==> src/rtl/pe_mac_seq.sv <==
`default_nettype none
// ============================================================================
//  Module   : pe_mac_seq
//  Brief    : Signed multiply-accumulate PE. Streams K_LEN weight/pixel pairs,
//             accumulates through a registered product stage, then rounds,
//             optionally applies ReLU, saturates and holds the result behind
//             a valid/ready output handshake.
//  Revision : 1.0  initial release
// ============================================================================
module pe_mac_seq #(
    parameter int DATA_W   = 8,
    parameter int WEIGHT_W = 8,
    parameter int ACC_W    = 32,
    parameter int K_LEN    = 9,
    parameter int OUT_W    = 16,
    parameter int SHIFT    = 0,
    parameter int RELU     = 0
) (
    input  logic                       clk,
    input  logic                       rst_n,
    input  logic                       flush,
    input  logic                       in_valid,
    output logic                       in_ready,
    input  logic signed [WEIGHT_W-1:0] weight_i,
    input  logic signed [DATA_W-1:0]   pixel_i,
    output logic                       out_valid,
    input  logic                       out_ready,
    output logic signed [OUT_W-1:0]    pixel_o,
    output logic                       sat_o,
    output logic                       ovf_o
);

    localparam int PROD_W = DATA_W + WEIGHT_W;
    localparam int CNT_W  = (K_LEN > 1) ? $clog2(K_LEN) : 1;
    localparam logic [CNT_W-1:0] CNT_LAST = CNT_W'(K_LEN - 1);
    // Saturation bounds expressed in the ACC_W+1 post-processing width.
    localparam logic signed [ACC_W:0] OUT_MAX = {{(ACC_W + 2 - OUT_W){1'b0}}, {(OUT_W - 1){1'b1}}};
    localparam logic signed [ACC_W:0] OUT_MIN = {{(ACC_W + 2 - OUT_W){1'b1}}, {(OUT_W - 1){1'b0}}};

    typedef enum logic [1:0] {
        ST_ACC = 2'd0,
        ST_FIN = 2'd1,
        ST_OUT = 2'd2
    } state_t;

    state_t                     state_q, state_d;
    logic [CNT_W-1:0]           cnt_q, cnt_d;
    logic signed [ACC_W-1:0]    acc_q, acc_d;
    logic signed [PROD_W-1:0]   prod_q, prod_d;
    logic                       prod_v_q, prod_v_d;
    logic                       ovf_q, ovf_d;
    logic                       out_valid_q, out_valid_d;
    logic signed [OUT_W-1:0]    pixel_q, pixel_d;
    logic                       sat_q, sat_d;
    logic                       ovf_out_q, ovf_out_d;

    logic signed [PROD_W-1:0]   w_mult;
    logic signed [ACC_W-1:0]    w_addend;
    logic signed [ACC_W-1:0]    w_sum;
    logic                       w_add_ovf;
    logic signed [ACC_W:0]      w_sum_ext;
    logic signed [ACC_W:0]      w_shifted;
    logic signed [ACC_W:0]      w_relu;
    logic                       w_clip_hi;
    logic                       w_clip_lo;
    logic signed [OUT_W-1:0]    w_sat_val;

    assign w_mult    = weight_i * pixel_i;
    // Pending product (if any) folded into the running sum; shared by ACC and FIN.
    assign w_addend  = prod_v_q ? ACC_W'(prod_q) : '0;
    assign w_sum     = acc_q + w_addend;
    assign w_add_ovf = prod_v_q && (acc_q[ACC_W-1] == w_addend[ACC_W-1])
                                && (w_sum[ACC_W-1] != acc_q[ACC_W-1]);
    assign w_sum_ext = (ACC_W + 1)'(w_sum);

    // Round-half-up right shift; the extra bit keeps the rounding add from wrapping.
    generate
        if (SHIFT > 0) begin : g_shift
            localparam logic signed [ACC_W:0] RND = (ACC_W + 1)'(1) <<< (SHIFT - 1);
            logic signed [ACC_W:0] w_rounded;
            assign w_rounded = w_sum_ext + RND;
            assign w_shifted = w_rounded >>> SHIFT;
        end else begin : g_noshift
            assign w_shifted = w_sum_ext;
        end
    endgenerate

    assign w_relu    = ((RELU != 0) && w_shifted[ACC_W]) ? '0 : w_shifted;
    assign w_clip_hi = (w_relu > OUT_MAX);
    assign w_clip_lo = (w_relu < OUT_MIN);
    assign w_sat_val = w_clip_hi ? OUT_MAX[OUT_W-1:0] :
                       w_clip_lo ? OUT_MIN[OUT_W-1:0] : w_relu[OUT_W-1:0];

    assign in_ready  = (state_q == ST_ACC);
    assign out_valid = out_valid_q;
    assign pixel_o   = pixel_q;
    assign sat_o     = sat_q;
    assign ovf_o     = ovf_out_q;

    // Next-state and datapath update; flush overrides everything but reset.
    always_comb begin
        state_d     = state_q;
        cnt_d       = cnt_q;
        acc_d       = acc_q;
        prod_d      = prod_q;
        prod_v_d    = prod_v_q;
        ovf_d       = ovf_q;
        out_valid_d = out_valid_q;
        pixel_d     = pixel_q;
        sat_d       = sat_q;
        ovf_out_d   = ovf_out_q;
        if (flush) begin
            state_d     = ST_ACC;
            cnt_d       = '0;
            acc_d       = '0;
            prod_v_d    = 1'b0;
            ovf_d       = 1'b0;
            out_valid_d = 1'b0;
        end else begin
            case (state_q)
                ST_ACC: begin
                    acc_d    = w_sum;
                    ovf_d    = ovf_q | w_add_ovf;
                    prod_v_d = in_valid;
                    if (in_valid) begin
                        prod_d = w_mult;
                        if (cnt_q == CNT_LAST) begin
                            cnt_d   = '0;
                            state_d = ST_FIN;
                        end else begin
                            cnt_d = cnt_q + CNT_W'(1);
                        end
                    end
                end
                ST_FIN: begin
                    pixel_d     = w_sat_val;
                    sat_d       = w_clip_hi | w_clip_lo;
                    ovf_out_d   = ovf_q | w_add_ovf;
                    out_valid_d = 1'b1;
                    acc_d       = '0;
                    prod_v_d    = 1'b0;
                    ovf_d       = 1'b0;
                    state_d     = ST_OUT;
                end
                ST_OUT: begin
                    if (out_ready) begin
                        out_valid_d = 1'b0;
                        state_d     = ST_ACC;
                    end
                end
                default: begin
                    state_d = ST_ACC;
                end
            endcase
        end
    end

    // State register with synchronous active-low reset.
    always_ff @(posedge clk) begin
        if (!rst_n) begin
            state_q     <= ST_ACC;
            cnt_q       <= '0;
            acc_q       <= '0;
            prod_q      <= '0;
            prod_v_q    <= 1'b0;
            ovf_q       <= 1'b0;
            out_valid_q <= 1'b0;
            pixel_q     <= '0;
            sat_q       <= 1'b0;
            ovf_out_q   <= 1'b0;
        end else begin
            state_q     <= state_d;
            cnt_q       <= cnt_d;
            acc_q       <= acc_d;
            prod_q      <= prod_d;
            prod_v_q    <= prod_v_d;
            ovf_q       <= ovf_d;
            out_valid_q <= out_valid_d;
            pixel_q     <= pixel_d;
            sat_q       <= sat_d;
            ovf_out_q   <= ovf_out_d;
        end
    end

endmodule
`default_nettype wire

==> config.mk <==
export PLATFORM = sky130hd
export DESIGN_NAME = pe_mac_seq
export DESIGN_NICKNAME = d
export VERILOG_FILES = /design/src/rtl/pe_mac_seq.sv
export SDC_FILE = /design/constraint.sdc
export NUM_CORES = 1
export LEC_CHECK = 0
export CORE_MARGIN = 2
export CORE_UTILIZATION = 50
export DETAILED_ROUTE_END_ITERATION = 8
export PLACE_DENSITY = 0.74
export SETUP_SLACK_MARGIN = 0.3
export SYNTH_ARGS = -nofsm -noshare
export SYNTH_HDL_FRONTEND = slang
export SYNTH_SLANG_ARGS = --single-unit
==> constraint.sdc <==
create_clock -name clk -period 6.9 [get_ports clk]
set_input_delay 1.38 -clock clk [delete_from_list [all_inputs] [get_ports clk]]
set_output_delay 1.38 -clock clk [all_outputs]
set_load 0.05 [all_outputs]
==> flow_metrics.tcl, run 1 <==
set metrics [dict create \
    status "completed" \
    post_synth_most_frequent_cells "inv_1 (97), nand2_1 (84), dfxtp_1 (75), and2_1 (64), ha_1 (62)" \
    gp_routability_congestion 0.901 \
    floorplan.die.width_um 126 \
    via_count 6143 \
    min_period_ns 5.90 \
    max_cap_violations 0 \
    clock_power_share_pct 30.1 \
    synth_cell_type_count 74 \
    synth_enable_flop_cells 0 \
    class_of_the_worst_hold_path "reg2reg" \
    leakagePower_nw 3.49 \
    path_max_fanout 8 \
    yosysMostFrequentCell "inv_1" \
    setup-violations-final 0 \
    synthesis.instances 883 \
    finalNetCount 1048 \
    pwr-share-seq_pct 27.4 \
    yosysWarnings 0 \
    drt_iter0_markers 378 \
    synth.top_cell.area_share_pct 20.3 \
    post_synth_main_area_contributors "dfxtp_1 (20%), fa_1 (15%), ha_1 (11%)" \
    detail_route.drc_violations 0 \
    grt_antenna_before_repair 0 \
    cellPowerDensity_nw_per_um2 209 \
    cts.sinks 75 \
    p_int_mw 1.13 \
    detailed_place_hpwl_um 12700 \
    power_dissipated_by_switching_net_loads_mw 0.593 \
    synth.avg_cell_area_um2 8.36 \
    synthesized_nets 1022 \
    start_kind "input pin" \
    worst-endpoint-required_ns 7.08 \
    p_sw_share_pct 34.4 \
    worst_clock_skew_ns 0.00616 \
    ys_async_rst_share_pct 0 \
    tightest_slew_ns 1.03 \
    buffer_levels_on_the_longest_clock_path 2 \
    cts_resized 0 \
    finalSetupTns_ns 0 \
    drt_first_pass_iters 5 \
    worstSetupPathType "in2reg" \
    route.final.wire_length_um 16300 \
    clk-insertion-delay-late_ns 0.35 \
    syn2layout_area_growth_pct 11.6 \
    holdBufCountCts 0 \
    tritoncts_clock_tree "built" \
    clock_transition_at_the_register_clock_pins_on_the_worst_setup_and_hold_paths_after_cts_ns 0.06 \
    drive_gt1_share_pct 5.14 \
    mappedNetlistArea_um2 7380 \
    clk_root_buffer_cell "clkbuf_16" \
    power_frac_comb_pct 42.4 \
    core_area_um2 14500 \
    worst_hold_stages 2 \
    tritoncts.num_buffers 9 \
    die_h_um 126 \
    postSynth.topFlopCell "dfxtp_1" \
    port_bufs 40 \
    final-hold-violation-count 0 \
    fin_crit_sh_pct 85.5 \
    ioPinCount 41 \
    max-slew-margin-rel_pct 30.9 \
    timing.final.max_slew_violations 0 \
    final_core_utilization_pct 56.9 \
    postSynthRegisterBits 75 \
    n_antenna_cell 0 \
    grt_pass1_wl_um 27700 \
    worst_ep_arrival_time_ns 6.08 \
    htree_levels 3 \
    ys_seq_area_share_pct 20.3 \
    overall_track_demand_over_capacity_in_global_routing_pct 21.1 \
    synthDominantAreaCellType "dfxtp_1" \
    vdd.ir_drop.worst_v 0.000146 \
    cts_setup_buffers 0 \
    max_clock_freq_ghz 0.170 \
    detail_route.vias_per_cell 5.59 \
    gr-total-overflow 0 \
    detail_route.wl_per_cell_um 14.8 \
    detail-route-antenna-nets 0 \
    r2r_cells 13 \
    unrepaired_setup_endpoints_after_global_routing "no" \
    start_util_pct 51.0 \
    fp.dieArea_um2 15800 \
    grt_start_max_net_pins 42 \
    grt_pass1_vias 5879 \
    row_count 44 \
    end_kind "register" \
]
==> metal layers <==
| layer | GRT usage [%] | routed length [µm] |
|---|---|---|
| met3 | 2.61 | 573 |
| met4 | 6.67 | 340 |
| met1 | 29.3 | 7930 |
| met2 | 34.3 | 7430 |
| met5 | 0 | 0 |
==> kinds of logic after synthesis <==
family / Yosys count / share of synthesized area (%)
flops: 75 / 20.3
buf+inv: 125 / 6.81
fa+ha+maj: 118 / 25.7
mux: 6 / 0.847
compound gates: 238 / 22.1
simple gates: 287 / 20.2
xor+xnor: 34 / 4.03
==> sequential cells by signal (all words and copies together) (netlist names) <==
signal,count
state_q,2
out_valid,1
prod_q,16
acc_q,32
prod_v_q,1
pixel_o,16
cnt_q,4
sat_o,1
ovf_o,1
ovf_q,1
==> worst max-delay path, stage by stage <==
cell	delay (ns)
clkdlybuf4s50_1	0.52
nand2b_1	0.22
fa_1	0.52
fa_1	0.55
inv_1	0.05
fa_1	0.52
inv_1	0.05
fa_1	0.52
inv_1	0.04
ha_1	0.32
inv_1	0.06
o21ai_0	0.08
a21oi_1	0.20
nand2b_1	0.13
a21boi_0	0.10
o31a_1	0.27
o41ai_1	0.31
xnor2_1	0.16
a21oi_1	0.07
==> placed cells by master (no fill, tap or decap), types with 40 or more instances in the layout <==
cell / Yosys / routed
nor2_1: 45 / 44
ha_1: 62 / 62
a21oi_1: 51 / 51
fa_1: 56 / 56
clkdlybuf4s50_1: 0 / 40
o21ai_0: 60 / 60
nand2_1: 84 / 84
dfxtp_1: 75 / 75
and2_1: 64 / 64
inv_1: 97 / 97
==> cell type report <==
cell class              instances  area, µm²
clock buffers                  11        243
clock inverters                 5       85.1
fillers                      1290       6240
inverters                      97        364
multi-input cells             683       5390
flip-flops and latches         75       1500
well taps                     184        230
repair buffers                 43        423
==> per-stage QoR <==
stage / total power [mW] / setup slack [ns] / cell area, µm² / hold slack (ns) / std cells
2_1_floorplan: 1.08 / 1.43 / 7380 / 0.432 / 883
3_3_place_gp: 1.20 / 0.668 / 7910 / 0.444 / 1082
3_5_place_dp: 1.22 / 0.614 / 7910 / 0.450 / 1082
4_1_cts: 1.74 / 0.962 / 8240 / 0.463 / 1098
5_1_grt: 1.88 / 0.579 / 8240 / 0.485 / 1098
6_report: 1.73 / 1.00 / 8240 / 0.459 / 1098
==> power by group through the flow <==
| stage | sequential [mW] | combinational (mW) | clock [mW] |
|---|---|---|---|
| finish | 0.473 | 0.733 | 0.520 |
| floorplan | 0.478 | 0.601 | 0 |
| detailed placement | 0.483 | 0.740 | 0 |
| global route | 0.476 | 0.856 | 0.545 |
| CTS | 0.474 | 0.745 | 0.524 |
| global placement | 0.482 | 0.723 | 0 |
==> path summary, 6_finish.rpt <==
| kind | from | end | slack [ns] |
|---|---|---|---|
| max reg2reg | prod_v_q | pixel_o[2] | 2.06 |
| min | prod_q[0] | prod_q[0] | 0.46 |
| max | weight_i[0] | prod_q[15] | 1.00 |
| min reg2reg | prod_q[0] | prod_q[0] | 0.46 |
(Power assumes the default switching activity.)
==> run 2, diff against run 1 <==
==> constraint.sdc (replaced) <==
create_clock -name clk -period 6.9 [get_ports clk]
set_input_delay 0.69 -clock clk [delete_from_list [all_inputs] [get_ports clk]]
set_output_delay 0.69 -clock clk [all_outputs]
set_load 0.05 [all_outputs]
==> run 2 against run 1 <==
Compared with the run above: design area fell by 0.15%; combinational power rose by 0.5%; largest power group unchanged; clock skew rose by 0.0046 ns; die area did not move; global-route usage rose by 0.81 points; count of clock-buffer cells in the layout fell by 2; critical path type unchanged; critical endpoint unchanged; cell count barely moved; first-iteration DRC count rose by 8.5%.
==> flow_metrics.tcl, run 2 (synthesized netlist as in run 1, its figures left out) <==
set metrics [dict create \
    status "completed" \
    final-hold-violation-count 0 \
    start_kind "input pin" \
    grt_antenna_before_repair 0 \
    timing.hold.ws_ns 0.462 \
    cellPowerDensity_nw_per_um2 208 \
    via_count 6186 \
    crit_chain "clkdlybuf4s50_1 -> nand2b_1 -> fa_1 -> fa_1 -> inv_1 -> fa_1 -> inv_1 -> fa_1 -> inv_1 -> ha_1 -> inv_1 -> o21ai_0 -> a21oi_1 -> nand2b_1 -> a21boi_0 -> o31a_1 -> o41ai_1 -> xnor2_1 -> a21oi_1" \
    min_period_ns 5.23 \
    r2r_setup_slack_ns 2.03 \
    tightest_slew_ns 1.07 \
    filler_cell_count 1327 \
    detail_route.wl_per_cell_um 15.1 \
    cts_resized 0 \
    worst_ep_arrival_time_ns 5.40 \
    timing.final.max_slew_violations 0 \
    drt_first_pass_iters 5 \
    layout.area.seq_um2 1500 \
    cts_setup_buffers 0 \
    unrepaired_setup_endpoints_after_global_routing "no" \
    htree_levels 3 \
    row_count 44 \
    class_of_the_worst_hold_path "reg2reg" \
    tritoncts_clock_tree "built" \
    worst-endpoint-required_ns 7.07 \
    syn2layout_area_growth_pct 11.4 \
    drive_gt1_share_pct 5.15 \
    detail_route.drc_violations 0 \
    port_bufs 40 \
    clock_transition_at_the_register_clock_pins_on_the_worst_setup_and_hold_paths_after_cts_ns 0.06 \
    detailed_place_hpwl_um 13000 \
    vdd.ir_drop.worst_v 0.000149 \
    critical_path.slowest_cell "fa_1" \
    grt_start_max_net_pins 42 \
    tritoncts.num_buffers 9 \
    cts.sinks 75 \
    overall_track_demand_over_capacity_in_global_routing_pct 21.9 \
    start_util_pct 51.0 \
    buffer_levels_on_the_longest_clock_path 2 \
    grt_pass1_vias 6061 \
    max-slew-margin-rel_pct 28.6 \
    finalNetCount 1048 \
    finalSetupTns_ns 0 \
    detail_route.vias_per_cell 5.64 \
    multi_input_area_um2 5390 \
    fp.dieArea_um2 15800 \
    route.final.wire_length_um 16500 \
    detail-route-antenna-nets 0 \
    die_h_um 126 \
    holdBufCountCts 0 \
    drt_iter0_markers 410 \
    max_cap_violations 0 \
    worstSetupPathType "in2reg" \
    ioPinCount 41 \
    grt_pass1_wl_um 28900 \
    path_max_fanout 8 \
    clk-insertion-delay-late_ns 0.34 \
    gp_routability_congestion 0.902 \
    delay_of_the_slowest_cell_on_the_worst_path_ns 0.55 \
    most-common-layout-cells "inv_1 (97), nand2_1 (84), dfxtp_1 (75)" \
    floorplan.die.width_um 126 \
    finalPower_mw 1.71 \
    worst_clock_skew_ns 0.0107 \
    n_antenna_cell 0 \
    leakagePower_nw 3.49 \
    core_area_um2 14500 \
    setup-violations-final 0 \
    max_flop_register "acc_q" \
    end_kind "register" \
    max_clock_freq_ghz 0.191 \
    clk_root_buffer_cell "clkbuf_16" \
    mostFrequentLayoutCell "inv_1" \
    gr-total-overflow 0 \
    largest_register_ff_count 32 \
    fin_crit_sh_pct 75.8 \
]
-- run 2: path summary, 6_finish.rpt --
path / depth (start not counted) / end / from
setup / recovery: 19 / prod_q[15] / weight_i[0]
hold / removal: 2 / acc_q[28] / acc_q[28]
setup reg to reg: 13 / pixel_o[0] / prod_v_q
hold reg to reg: 2 / acc_q[28] / acc_q[28]
-- run 2: per-stage QoR --
| stage | util, % | area [µm²] | std cells | setup WS, ns |
|---|---|---|---|---|
| 2_1_floorplan | - | 7380 | 883 | 2.12 |
| 3_3_place_gp | 54.6 | 7910 | 1082 | 1.36 |
| 3_5_place_dp | 54.6 | 7910 | 1082 | 1.31 |
| 4_1_cts | 56.8 | 8230 | 1097 | 1.65 |
| 5_1_grt | 56.8 | 8230 | 1097 | 1.16 |
| 6_report | 56.8 | 8230 | 1097 | 1.67 |
-- run 2: power by group --
part / switching [mW] / internal, mW / leakage [nW]
registers: 0.0137 / 0.460 / 0.606
clock network: 0.187 / 0.316 / 0.152
logic: 0.393 / 0.344 / 2.73
-- run 2: layout make-up --
cell class	instances	area share, %
Tap cell	184	2.80
Timing Repair Buffer	43	5.14
Inverter	97	4.43
Multi-Input combinational cell	683	65.5
Sequential cell	75	18.3
Clock buffer	9	2.74
Clock inverter	6	1.10
-- run 2: critical path: cells and delay by family --
kind	cells	cell delay (ns)
adders and majority gates	5	2.43
buffers and inverters	5	0.74
xor gates and xnor gates	1	0.16
and+or+nand+nor	2	0.35
AOI/OAI and AO/OA	6	1.05
-- run 2: per-layer routing --
metal  up-vias  part of all wire (%)  global-route usage, %
met2       101                    48                   36.9
li1       3103                     -                      -
met1      2967                    48                   29.4
met3        15                   2.8                   3.25
met4         0                   1.4                   5.82
met5         -                     0                      0
==> run 3, diff against run 2 <==
clock period = 5.22 ns   (was 6.9 ns; I/O delays follow)
==> run 3 against run 2 <==
Compared with the run above: non-clock buffer count rose by 29; clock power grew 37%; first-iteration DRC count decreased by 11%; global-route usage down 0.54 points; cell count grew 2.7%; register-to-register slack got worse by 1.3 ns; critical endpoint is now prod_q[12]; highest routed layer unchanged.
==> flow_metrics.tcl, run 3 (synthesized netlist as in run 1, its figures left out) <==
set metrics [dict create \
    max-slew-margin-rel_pct 34.0 \
    clk_root_buffer_cell "clkbuf_16" \
    met2WireLength_um 8070 \
    critical_path.slowest_cell "fa_1" \
    wl_met1_um 7790 \
    crit-reg2reg-launch "prod_v_q" \
    crit_path_start "weight_i[6]" \
    p_int_mw 1.58 \
    worst_ep_arrival_time_ns 5.02 \
    detailed_place_hpwl_um 13100 \
    cellPowerDensity_nw_per_um2 282 \
    finalPower_mw 2.41 \
    die_h_um 126 \
    crit_chain "clkdlybuf4s50_1 -> buf_4 -> and2_1 -> ha_1 -> inv_1 -> fa_1 -> fa_1 -> fa_1 -> inv_1 -> ha_1 -> nor2b_1 -> o21ai_0 -> a21boi_1 -> o21ai_0 -> a21boi_1 -> o21ai_0 -> a21boi_0 -> or3_1 -> a21boi_0" \
    detail_route.wl_per_cell_um 14.9 \
    worst-endpoint-required_ns 5.49 \
    route.final.wire_length_um 16800 \
    most-common-layout-cells "inv_1 (97), nand2_1 (84), dfxtp_1 (74)" \
    leakagePower_nw 3.76 \
    worstSetupPathType "in2reg" \
    power_dissipated_by_switching_net_loads_mw 0.831 \
    grt_start_max_net_pins 42 \
    fp.dieArea_um2 15800 \
    htree_levels 3 \
    setup-violations-final 0 \
    cts.sinks 75 \
    tritoncts_clock_tree "built" \
    path_buf_inv 4 \
    clk-insertion-delay-late_ns 0.35 \
    finalSetupTns_ns 0 \
    grt_pass1_wl_um 28000 \
    max_cap_violations 0 \
    clock_transition_at_the_register_clock_pins_on_the_worst_setup_and_hold_paths_after_cts_ns 0.06 \
    worstHoldStart "prod_q[6]" \
    overall_track_demand_over_capacity_in_global_routing_pct 21.3 \
    final-hold-violation-count 0 \
    timing.critical_path.max_delay_family "adder cells" \
    layout_setup_ws_ns 0.469 \
    gp_routability_congestion 0.905 \
    largest_register_ff_count 32 \
    timing.final.max_slew_violations 0 \
    floorplan.die.width_um 126 \
    syn2layout_area_growth_pct 15.7 \
    holdBufCountCts 0 \
    cts_setup_buffers 0 \
    routed.top_layer "met4" \
    start_kind "input pin" \
    drt_iter0_markers 365 \
    n_antenna_cell 0 \
    max_clock_freq_ghz 0.210 \
    core_area_um2 14500 \
    mostFrequentLayoutCell "inv_1" \
    ioPinCount 41 \
    drt_first_pass_iters 5 \
    delay_of_the_slowest_cell_on_the_worst_path_ns 0.54 \
    start_util_pct 51.0 \
    port_bufs 40 \
    buffer_levels_on_the_longest_clock_path 2 \
    p_sw_share_pct 34.5 \
    grt_pass1_vias 6043 \
    filler_cell_count 1280 \
    row_count 44 \
    detail_route.drc_violations 0 \
    wl_met3_um 597 \
    pre_cts_slack_ns -0.0707 \
    end_kind "register" \
    worst_clock_skew_ns 0.0132 \
    grt_antenna_before_repair 0 \
    vdd.ir_drop.worst_v 0.000167 \
    gr-total-overflow 0 \
    tightest_slew_ns 0.986 \
    detail-route-antenna-nets 0 \
    min_period_ns 4.75 \
    via_count 6323 \
    path_max_fanout 7 \
    drive_gt1_share_pct 9.23 \
    tritoncts.num_buffers 9 \
    detail_route.vias_per_cell 5.61 \
    power_frac_comb_pct 45.3 \
    class_of_the_worst_hold_path "reg2reg" \
    fin_crit_sh_pct 91.0 \
    finalNetCount 1077 \
    unrepaired_setup_endpoints_after_global_routing "yes" \
    clock_power_share_pct 28.7 \
    status "completed" \
    max_flop_register "acc_q" \
    pwr-share-seq_pct 26.0 \
]
## run 3: cell types whose count changed in the layout (fill, tap and decap cells not counted), sizes merged
cell / before / now
buf: 3 / 32
clkinv: 2 / 1
dlymetal6s2s: 0 / 12
dlygate4sd2: 0 / 1
clkdlybuf4s50: 40 / 27
clkbuf: 9 / 11
## run 3: worst paths after layout
check | endpoint | slack, ns | depth (start not counted)
worst min-delay path | prod_q[6] | 0.46 | 2
worst min register to register | prod_q[6] | 0.46 | 2
worst max-delay path | prod_q[12] | 0.47 | 19
worst max register to register | pixel_o[1] | 0.75 | 13
## run 3: stage by stage
step / instances / utilization, % / hold slack, ns / cell area [µm²]
3_3_place_gp: 1111 / 56.1 / 0.445 / 8130
4_1_cts: 1127 / 58.4 / 0.465 / 8450
3_5_place_dp: 1111 / 56.1 / 0.454 / 8130
2_1_floorplan: 883 / - / 0.432 / 7380
6_report: 1127 / 59.0 / 0.462 / 8540
5_1_grt: 1127 / 59.0 / 0.490 / 8540
## run 3: power by group through the flow
stage | sequential, mW | clock, mW | combinational, mW
6_report | 0.626 | 0.691 | 1.09
5_1_grt | 0.630 | 0.729 | 1.27
4_1_cts | 0.626 | 0.697 | 1.05
3_5_place_dp | 0.639 | 0 | 1.05
3_3_place_gp | 0.637 | 0 | 1.02
2_1_floorplan | 0.632 | 0 | 0.794
## run 3: per-layer routing
metal / vias to the layer above / track usage (%)
met5: - / 0
met4: 0 / 6.73
met3: 25 / 3.29
met2: 131 / 36.1
met1: 2996 / 28.1
li1: 3171 / -
## run 3: final cells by class
| type | instances | area, µm² | area share (%) |
|---|---|---|---|
| clock inverters | 5 | 85.1 | 0.996 |
| well taps | 184 | 230 | 2.70 |
| repair buffers | 72 | 669 | 7.84 |
| clock buffers | 11 | 243 | 2.84 |
| multi-input cells | 683 | 5450 | 63.8 |
| flip-flops and latches | 75 | 1500 | 17.6 |
| inverters | 97 | 364 | 4.26 |
## run 3: worst register-to-register path, delay by kind of cell (launching register included)
family / cells / cell delay [ns]
compound gates: 6 / 1.59
fa+ha+maj: 2 / 0.63
flops: 1 / 0.40
simple gates: 5 / 1.70
## run 3: what timing repair did
action | 4_1_cts | 5_1_grt
setup endpoints to repair | 1 | 21
endpoints found under the hold margin | 0 | 0
pin swaps | 0 | 8
resized for setup | 1 | 29
